### config.mk
export PLATFORM = sky130hd
export DESIGN_NAME = burst_mem_reader
export DESIGN_NICKNAME = d
export VERILOG_FILES = /design/src/rtl/burst_mem_reader_pkg.sv /design/src/rtl/burst_mem_reader_rd_skid_buffer.sv /design/src/rtl/burst_mem_reader.sv
export SDC_FILE = /design/constraint.sdc
export NUM_CORES = 1
export LEC_CHECK = 0
export CAP_MARGIN = 20
export CORE_MARGIN = 10
export CORE_UTILIZATION = 53
export DETAILED_ROUTE_END_ITERATION = 8
export GPL_ROUTABILITY_DRIVEN = 0
export PLACE_DENSITY = 0.81
export RECOVER_POWER = 100
export REMOVE_ABC_BUFFERS = 1
export SLEW_MARGIN = 10
export SYNTH_ARGS = -nofsm -noshare
export SYNTH_HDL_FRONTEND = slang
export SYNTH_HIERARCHICAL = 1
export SYNTH_SLANG_ARGS = --single-unit
### constraint.sdc
create_clock -name clk -period 3.03 [get_ports clk]
set_input_delay 0.4545 -clock clk [delete_from_list [all_inputs] [get_ports clk]]
set_output_delay 0.4545 -clock clk [all_outputs]
set_load 0.01 [all_outputs]
### src/rtl/burst_mem_reader_pkg.sv
// Shared definitions for the memory read/write engines.
// Holds the common FSM state encoding (the write path uses the same names)
// and the default memory geometry.
package burst_mem_reader_pkg;

    localparam int DEF_DATA_WIDTH = 32;
    localparam int DEF_ADDR_WIDTH = 10;

    typedef enum logic [2:0] {
        ST_IDLE   = 3'b000,
        ST_ACTIVE = 3'b001,
        ST_DONE   = 3'b010
    } state_e;

endpackage

### src/rtl/burst_mem_reader_rd_skid_buffer.sv
// rd_skid_buffer: 2-entry valid/ready FIFO that catches read data returning
// from the memory one cycle after the read strobe.
// Ports:
//   clk, rst_n            clock, async active-low reset
//   push_i, push_data_i   write one entry (caller guarantees room)
//   pop_i                 remove head entry (caller guarantees non-empty)
//   occ_o                 number of entries held (0..2)
//   valid_o               buffer non-empty
//   head_o                oldest entry; all-zero after reset
module rd_skid_buffer #(
    parameter int WIDTH = 33
) (
    input  logic             clk,
    input  logic             rst_n,
    input  logic             push_i,
    input  logic [WIDTH-1:0] push_data_i,
    input  logic             pop_i,
    output logic [1:0]       occ_o,
    output logic             valid_o,
    output logic [WIDTH-1:0] head_o
);

    logic [1:0][WIDTH-1:0] ent_q;
    logic                  rd_ptr_q;
    logic                  wr_ptr_q;
    logic [1:0]            cnt_q;

    always_ff @(posedge clk or negedge rst_n) begin
        if (!rst_n) begin
            ent_q    <= '0;
            rd_ptr_q <= 1'b0;
            wr_ptr_q <= 1'b0;
            cnt_q    <= 2'd0;
        end else begin
            if (push_i) begin
                ent_q[wr_ptr_q] <= push_data_i;
                wr_ptr_q        <= ~wr_ptr_q;
            end
            if (pop_i) begin
                rd_ptr_q <= ~rd_ptr_q;
            end
            cnt_q <= cnt_q + {1'b0, push_i} - {1'b0, pop_i};
        end
    end

    assign occ_o   = cnt_q;
    assign valid_o = (cnt_q != 2'd0);
    assign head_o  = ent_q[rd_ptr_q];

endmodule

### src/rtl/burst_mem_reader.sv
// burst_mem_reader: reads a burst of consecutive words from a 1-cycle-latency
// synchronous memory and streams them out on a valid/ready interface,
// tagging the final beat with out_last.
// Ports:
//   clk, rst_n                         clock, async active-low reset
//   start, start_addr, burst_len       burst command, sampled in IDLE only
//   busy, done                         FSM status (done = 1-cycle pulse)
//   mem_rd_en, mem_rd_addr, mem_rd_data  memory read port (data 1 cycle later)
//   out_valid, out_ready, out_data, out_last  output stream
module burst_mem_reader
    import burst_mem_reader_pkg::*;
#(
    parameter int DATA_WIDTH = DEF_DATA_WIDTH,
    parameter int ADDR_WIDTH = DEF_ADDR_WIDTH
) (
    input  logic                  clk,
    input  logic                  rst_n,
    input  logic                  start,
    input  logic [ADDR_WIDTH-1:0] start_addr,
    input  logic [ADDR_WIDTH:0]   burst_len,
    output logic                  busy,
    output logic                  done,
    output logic                  mem_rd_en,
    output logic [ADDR_WIDTH-1:0] mem_rd_addr,
    input  logic [DATA_WIDTH-1:0] mem_rd_data,
    output logic                  out_valid,
    input  logic                  out_ready,
    output logic [DATA_WIDTH-1:0] out_data,
    output logic                  out_last
);

    localparam logic [ADDR_WIDTH:0] CNT_ONE = {{ADDR_WIDTH{1'b0}}, 1'b1};

    state_e                state_q;
    logic [ADDR_WIDTH-1:0] base_q;
    logic [ADDR_WIDTH:0]   len_q;
    logic [ADDR_WIDTH:0]   issued_q;
    logic                  infl_q;       // read issued last cycle, data on mem_rd_data now
    logic                  infl_last_q;  // that read was the final word of the burst

    logic [1:0]            occ;
    logic                  buf_valid;
    logic [DATA_WIDTH:0]   head;
    logic                  pop;
    logic [2:0]            pend;
    logic                  room;
    logic                  is_last_rd;

    assign pop  = buf_valid && out_ready;

    // Credit check: entries held plus the read in flight, less the one
    // leaving this cycle, must stay below the buffer depth before issuing.
    assign pend = {1'b0, occ} + {2'b00, infl_q};
    assign room = pend < (3'd2 + {2'b00, pop});

    assign is_last_rd  = (issued_q == len_q - CNT_ONE);
    assign mem_rd_en   = (state_q == ST_ACTIVE) && (issued_q < len_q) && room;
    // Natural ADDR_WIDTH-bit overflow gives the wrap to address 0.
    assign mem_rd_addr = base_q + issued_q[ADDR_WIDTH-1:0];

    always_ff @(posedge clk or negedge rst_n) begin
        if (!rst_n) begin
            state_q     <= ST_IDLE;
            base_q      <= '0;
            len_q       <= '0;
            issued_q    <= '0;
            infl_q      <= 1'b0;
            infl_last_q <= 1'b0;
        end else begin
            infl_q      <= mem_rd_en;
            infl_last_q <= mem_rd_en && is_last_rd;
            if (mem_rd_en) begin
                issued_q <= issued_q + CNT_ONE;
            end
            case (state_q)
                ST_IDLE: begin
                    if (start) begin
                        base_q   <= start_addr;
                        len_q    <= burst_len;
                        issued_q <= '0;
                        state_q  <= (burst_len == '0) ? ST_DONE : ST_ACTIVE;
                    end
                end
                ST_ACTIVE: begin
                    // Every read has drained once the tagged beat leaves.
                    if (pop && head[DATA_WIDTH]) begin
                        state_q <= ST_DONE;
                    end
                end
                ST_DONE: state_q <= ST_IDLE;
                default: state_q <= ST_IDLE;
            endcase
        end
    end

    assign busy = (state_q != ST_IDLE);
    assign done = (state_q == ST_DONE);

    rd_skid_buffer #(
        .WIDTH (DATA_WIDTH + 1)
    ) u_buf (
        .clk         (clk),
        .rst_n       (rst_n),
        .push_i      (infl_q),
        .push_data_i ({infl_last_q, mem_rd_data}),
        .pop_i       (pop),
        .occ_o       (occ),
        .valid_o     (buf_valid),
        .head_o      (head)
    );

    assign out_valid = buf_valid;
    assign out_data  = head[DATA_WIDTH-1:0];
    assign out_last  = head[DATA_WIDTH];

endmodule

==> results.py, run 1 <==
metrics = {
    "synth": {
        "yosysSeqAreaShare_pct": 46.26,
        "synth_top_area_share_pct": 46.26,
        "yosys.area.top_type": "dfrtp_1",
        "syn_inst": 485,
        "synth_top_family_by_area": "multiplexers",
        "yosys.area_share.simple_pct": 10.19,
        "synth_compound_area_share_pct": 7.026,
        "yosys.area_share.xor_xnor_pct": 3.666,
        "ys.warnings.count": 6,
        "yosys-top-cells-area": "dfrtp_1, mux2_2, mux2_4",
        "ys_types": 51,
        "async_flop_share_pct": 100.0,
        "synth.cell_area_sq_um": 5734,
        "synth_flop_cell": "dfrtp_1",
        "synth-edff-count": 0,
        "synth_mux_area_share_pct": 21.95,
        "synth_fa_ha_area_share_pct": 6.022,
        "syn_avg_cell_area_sq_um": 11.82,
        "synth-seq-cells": 106,
    },
    "worst_setup_path": {
        "cp_cell_sequence": "clkbuf_2 > mux2_2 > dlygate4sd3_1",
        "startpoint": "u_buf/rd_ptr_q",
        "crit_slowest_cell": "clkbuf_2",
        "end_kind": "output port",
        "cp_top_family": "buffers and inverters",
        "worstPathArrival_ns": 2.50,
        "critPathKind": "flip-flop to output port",
        "crit_path_start_kind": "flip-flop",
        "critical-path-max-stage-delay_ns": 0.69,
        "critPathMaxFanout": 33,
        "required_ns": 2.58,
        "r2r_start": "len_q[8]",
        "worst-path-buf-inv": 2,
    },
    "routing": {
        "wl_microns": 13210,
        "vias_per_cell": 5.467,
        "firstDrtPassIters": 4,
        "drcViolationCount": 0,
        "drt_iter0_markers": 393,
        "vias": 4024,
        "ant_nets": 0,
        "wl_per_cell_microns": 17.95,
    },
    "floorplanning": {
        "die_height_microns": 124.0,
        "top_level_ports": 104,
        "num_rows": 37,
        "core-area_sq_um": 10420,
        "die_w_microns": 124.0,
        "start_util_pct": 55.05,
        "die-area_sq_um": 15380,
    },
    "placement": {
        "port_buffers": 103,
        "dpl_cell_area_sq_um": 6903,
        "dp_hpwl_microns": 9879,
        "dp_slack_ns": 0.1009,
    },
    "timing": {
        "slew_headroom_pct": 3.263,
        "timing.final.ws_setup_ns": 0.07925,
        "finalCriticalPeriod_ns": 2.951,
        "setup_violations": 0,
        "skew_ns": 0.004811,
        "drv_slew": 0,
        "finalCritPeriodShare_pct": 97.38,
        "fin_hold_ws_ns": 0.3232,
        "worstMarginPinSlew_ns": 1.448,
        "clock.fmax_mhz": 338.9,
        "hold_viol_final": 0,
    },
    "power": {
        "irDropWorstVdd_uv": 548.6,
        "leakagePower_nw": 3.000,
        "power.density_nw_per_um2": 1058,
    },
    "global_routing": {
        "grt_util_met2_pct": 29.74,
        "grt_max_degree": 56,
        "antenna_found_initial": 0,
        "gr-usage-met1_pct": 22.59,
        "grt_pass1_wl_microns": 21980,
        "grt_util_met3_pct": 3.665,
        "grtUsageTotal_pct": 17.76,
        "grt-ovfl-total": 0,
        "grt_busiest_layer": "met2",
        "grt_pass1_vias": 4370,
    },
    "clocking": {
        "ctsHoldBuffers": 0,
        "cts.sinks": 106,
        "clock_path_buffers": 2,
        "htree_levels": 3,
        "clk_pin_slew_ns": 0.10,
        "clock_latency_ns": 0.38,
        "root_buffer": "clkbuf_8",
        "cts_tree": "yes",
        "cts_made_buffers": 9,
    },
    "flow_run": {
        "drv_cap": 0,
    },
    "cells_and_area": {
        "nets": 681,
        "fin_area_sq_um": 6903,
        "num_antenna_cells": 0,
        "drive_above_1_share_pct": 18.17,
        "syn2layout_area_growth_pct": 20.38,
    },
    "run_status": {
        "outcome": "completed",
    },
    "hold_path": {
        "hold_path.class": "input pin to asynchronous set/reset pin",
    },
}
==> cells in the mapped netlist (2+ instances only) <==
cell,number
mux2_2,70
clkbuf_1,6
and2_1,2
nor2_1,12
a211oi_1,2
nor4_1,3
inv_1,24
and3_1,4
buf_12,3
o41ai_1,4
nor3_1,7
o21ai_0,22
o31ai_1,3
or4b_1,5
xor2_1,10
ha_1,26
or4_1,4
nand3_1,9
o21a_1,3
buf_6,5
nand4_1,4
o211ai_1,4
nor2b_1,4
nand2b_1,3
mux2_4,30
a21o_1,2
mux2i_1,2
buf_2,6
a21oi_1,15
xnor2_1,14
nand2_1,52
dfrtp_1,106
==> layout by cell type, fill, tap and decap left out, drive strengths merged, types with 4 or more instances in the layout <==
master         count
mux2             100
clkbuf            22
nor2b              5
clkdlybuf4s50     78
nand2             53
xor2              10
nor3               7
xnor2             14
or4                4
or4b               5
buf               12
and3               4
inv               24
o21ai             22
a21oi             15
o211ai             4
nand3              9
dfrtp            106
o41ai              4
ha                26
nand4              4
dlygate4sd3       19
nor2              13
==> per-layer routing <==
metal | routed length (microns) | vias up | share of wire [%]
met5 | 0 | - | 0
li1 | - | 1931 | -
met3 | 655 | 19 | 5.0
met2 | 6557 | 103 | 50
met4 | 243 | 0 | 1.8
met1 | 5754 | 1971 | 44
==> path summary, 6_finish.rpt <==
| path | to | slack (ns) | depth (start not counted) |
|---|---|---|---|
| min | u_buf/ent_q[40] | 0.32 | 1 |
| min in group clk | u_buf/rd_ptr_q | 0.48 | 1 |
| max reg2reg | issued_q[8] | 0.31 | 9 |
| min reg2reg | u_buf/rd_ptr_q | 0.48 | 1 |
| max | out_data[14] | 0.08 | 3 |
| max in group asynchronous | len_q[8] | 0.75 | 2 |
==> metrics by stage <==
step	TNS [ns]	util (%)	total power, mW	instances
4_1_cts	0	67.75	7.742	735
3_3_place_gp	0	66.27	6.798	721
5_1_grt	-0.02629	66.27	7.838	736
2_1_floorplan	0	-	5.097	463
6_report	0	66.27	7.304	736
3_5_place_dp	0	66.27	6.959	721
==> what timing repair did <==
action,in CTS,in global routing
setup endpoints to repair,5,4
pin swaps,0,2
cloned,0,0
resized for setup,7,9
buffers inserted,0,1
endpoints found under the hold margin,0,0
==> registers in the layout, indices dropped and copies added (netlist names) <==
register,cells
u_buf/ent_q,66
issued_q,11
len_q,11
base_q,10
state_q,2
u_buf/occ_o,2
infl_last_q,1
infl_q,1
u_buf/rd_ptr_q,1
u_buf/wr_ptr_q,1
==> final cells by class <==
class	instances	area [sq um]
clock buffer	10	127.6
sequential	106	2653
timing repair buffer	123	1131
multi-input combinational	333	2700
fill	857	3513
tap	136	170.2
inverter	24	90.09
clock inverter	4	31.28
==> worst reg2reg max path, stage by stage (launching register included) <==
cell	delay, ns
dfrtp_1	0.42
inv_1	0.11
ha_1	0.33
a21o_1	0.18
a21o_1	0.18
a221o_1	0.36
buf_4	0.19
nor2_1	0.21
or4b_1	0.46
a21oi_1	0.19
==> power by group <==
part / internal [mW] / switching [mW] / leakage, nW
combinational: 2.21 / 1.88 / 1.65
clock: 0.292 / 0.477 / 0.0704
sequential: 2.06 / 0.388 / 1.28
total: 4.56 / 2.74 / 3.00
==> cells by family (layout without fill, tap and decap cells) <==
kind of cell,after synthesis,after routing
and+or+nand+nor,117,117
muxes,102,102
adders and majority gates,27,27
AOI/OAI and AO/OA,63,63
DFF,106,106
buffers and inverters,46,161
xor gates and xnor gates,24,24
Power figures use the tool's default switching activity.
==> run 2: changes to the inputs <==
- GPL_ROUTABILITY_DRIVEN: 0 -> 1
==> results of run 2 <==
The final DEF is identical to that of run 1; final timing and power are the same.
==> run 3: changes to the inputs <==
- SYNTH_HIERARCHICAL: 1 -> unset
==> run 3 against run 2 <==
The run now ends with capacitance limit, slew limit left. Clock skew up 0.011 ns. Setup slack improved by 0.040 ns. Die area shrank 2.9%. Area after synthesis is 3.4% lower.
==> results.py, run 3 <==
metrics = {
    "synth": {
        "ys_types": 47,
        "synth_flop_cell": "dfrtp_1",
        "ys.warnings.count": 0,
        "syn_inst": 486,
        "synth-seq-cells": 106,
        "yosysSeqAreaShare_pct": 47.90,
        "yosys-top-cells-count": "dfrtp_1, mux2_2, nand2_1",
        "synth-edff-count": 0,
        "syn_avg_cell_area_sq_um": 11.39,
        "yosys.area.top_type": "dfrtp_1",
        "synth_top_area_share_pct": 47.90,
        "yosysMostFrequentCell": "dfrtp_1",
        "yosys-top-cells-area": "dfrtp_1, mux2_2, ha_1",
        "async_flop_share_pct": 100.0,
        "synth.cell_area_sq_um": 5538,
    },
    "timing": {
        "slew_headroom_pct": -31.52,
        "finalCriticalPeriod_ns": 2.911,
        "fin_hold_ws_ns": 0.4817,
        "setup_violations": 0,
        "hold_viol_final": 0,
        "clock.fmax_mhz": 343.6,
        "finalCritPeriodShare_pct": 96.06,
        "drv_slew": 34,
        "tns_ns": 0,
        "rsz0062_at_grt": "false",
        "skew_ns": 0.01616,
        "worstMarginPinSlew_ns": 1.973,
    },
    "global_routing": {
        "grt-ovfl-total": 0,
        "antenna_found_initial": 0,
        "grt_max_degree": 87,
        "grt_pass1_vias": 4361,
        "grtUsageTotal_pct": 17.54,
        "grt_pass1_wl_microns": 21610,
    },
    "floorplanning": {
        "die-area_sq_um": 14940,
        "core-area_sq_um": 10230,
        "top_level_ports": 104,
        "die_height_microns": 122.2,
        "die_w_microns": 122.2,
        "num_rows": 37,
        "start_util_pct": 54.13,
    },
    "power": {
        "p_clk_share_pct": 13.0,
        "p_sw_share_pct": 35.85,
        "netSwitchingPower_mw": 2.312,
        "intPower_mw": 4.138,
        "power.density_nw_per_um2": 927.8,
        "irDropWorstVdd_uv": 844.9,
        "p_seq_share_pct": 35.1,
        "leakagePower_nw": 3.073,
        "pwr-share-comb_pct": 52.0,
    },
    "worst_setup_path": {
        "r2r_start": "issued_q[1]",
        "cp_top_family": "simple AND/OR/NAND/NOR gates",
        "end_kind": "output port",
        "required_ns": 2.58,
        "critical-path-max-stage-delay_ns": 0.42,
        "worstPathArrival_ns": 2.46,
        "rrSetupSlack_ns": 0.33,
        "r2r-end": "issued_q[3]",
        "crit_slowest_cell": "or4_1",
        "critPathMaxFanout": 3,
        "critPathKind": "flip-flop to output port",
        "worst-path-buf-inv": 1,
        "cp_num_cells": 7,
        "r2r_cells": 9,
        "cp_cell_sequence": "ha_1 > nor2b_1 > o31a_1 > or4_1 > and3_1 > a211oi_1 > buf_2",
        "crit_path_start_kind": "flip-flop",
    },
    "routing": {
        "ant_nets": 0,
        "vias_per_cell": 5.577,
        "drcViolationCount": 0,
        "firstDrtPassIters": 4,
        "drt_iter0_markers": 233,
        "vias": 4105,
        "wl_per_cell_microns": 17.73,
        "wl_microns": 13050,
    },
    "flow_run": {
        "drv_cap": 1,
    },
    "hold_path": {
        "hold_depth": 1,
        "hold_end": "state_q[1]",
        "worstHoldStart": "state_q[1]",
        "hold_path.class": "flip-flop to flip-flop",
    },
    "cells_and_area": {
        "regMostFlops": "u_buf.ent_q",
        "num_antenna_cells": 0,
        "layout_common_cells": "dfrtp_1, mux2_2, clkdlybuf4s50_1",
        "final_common_cell": "dfrtp_1",
        "reg.largest.list": "u_buf.ent_q (66), issued_q (11), len_q (11)",
        "instances_no_fill": 736,
        "fin_util_pct": 67.96,
        "nets": 679,
        "syn2layout_area_growth_pct": 25.55,
        "largest_register_ffs": 66,
        "drive_above_1_share_pct": 23.17,
    },
    "clocking": {
        "cts_made_buffers": 9,
        "cts.sinks": 106,
        "htree_levels": 3,
        "cts_tree": "yes",
        "clk_pin_slew_ns": 0.10,
        "clock_path_buffers": 2,
        "root_buffer": "clkbuf_8",
        "clock_latency_ns": 0.37,
    },
    "run_status": {
        "violations": "capacitance limit, slew limit",
        "outcome": "finished, violations left",
    },
    "placement": {
        "port_buffers": 103,
        "place_congestion": 0.8548,
        "dp_hpwl_microns": 9591,
        "place_inst": 717,
    },
}
-- run 3: cell types whose count changed in the layout (fill, tap and decap cells not counted), sizes merged, moves of 3 or more --
cell,before,now
a21oi,15,11
clkdlybuf4s50,78,55
xor2,10,6
nand2b,3,6
dlygate4sd3,19,43
o311ai,1,6
nand2,53,49
clkinvlp,3,0
inv,24,28
or4b,5,0
-- run 3: metal layers --
layer,part of all wire (%),global-route usage [%],up-vias
met2,50,30.22,110
met1,44,22.03,2038
met4,1.1,4.713,0
li1,-,-,1942
met3,5.2,3.489,15
met5,0,0,-
-- run 3: area by class of cell --
cell class | count | area, sq um
clock buffers | 10 | 127.6
clock inverters | 6 | 57.56
fillers | 777 | 3278
inverters | 24 | 90.09
multi-input cells | 333 | 2725
flip-flops and latches | 106 | 2654
well taps | 136 | 170.2
repair buffers | 121 | 1129
-- run 3: kinds of logic after synthesis --
group	synth area share, %
AO/OA/AOI/OAI	8.179
XOR/XNOR	3.321
adder cells (fa/ha/maj)	6.236
buffers and inverters	3.231
flip-flops	47.90
multiplexers	20.31
AND/OR/NAND/NOR	10.82
-- run 3: worst max path at each step --
stage	slack [ns]	end	start
finish	0.12	mem_rd_addr[9]	base_q[2]
global route	0.02	mem_rd_addr[8]	issued_q[0]
CTS	0.01	mem_rd_en	issued_q[4]
detailed placement	0.04	mem_rd_addr[9]	base_q[1]
global placement	0.13	mem_rd_addr[9]	base_q[1]
floorplan	0.55	mem_rd_addr[9]	issued_q[2]
-- run 3: power groups by stage --
stage	clock network, mW	logic [mW]	registers [mW]
after detailed placement	0	3.54	2.29
after CTS	0.865	3.56	2.26
after global placement	0	3.44	2.23
final	0.836	3.35	2.26
after global routing	0.920	3.65	2.33
after floorplan	0	1.95	2.26
-- run 3: metrics by stage --
step	power [mW]	worst slack (ns)	cell area, sq um
final	6.451	0.1193	6953
after CTS	6.683	0.01057	6958
after global placement	5.669	0.1259	6780
after global routing	6.897	0.01770	6953
after floorplan	4.219	0.5512	5449
after detailed placement	5.834	0.03605	6780
-- run 3: what timing repair did --
action                     CTS  global route
setup endpoints to repair    5             5
resized for setup            9            16
setup buffers                0             1
pin swaps                    1             3
hold endpoints to repair     0            19
hold buffers                 0             1
cloned                       0             0
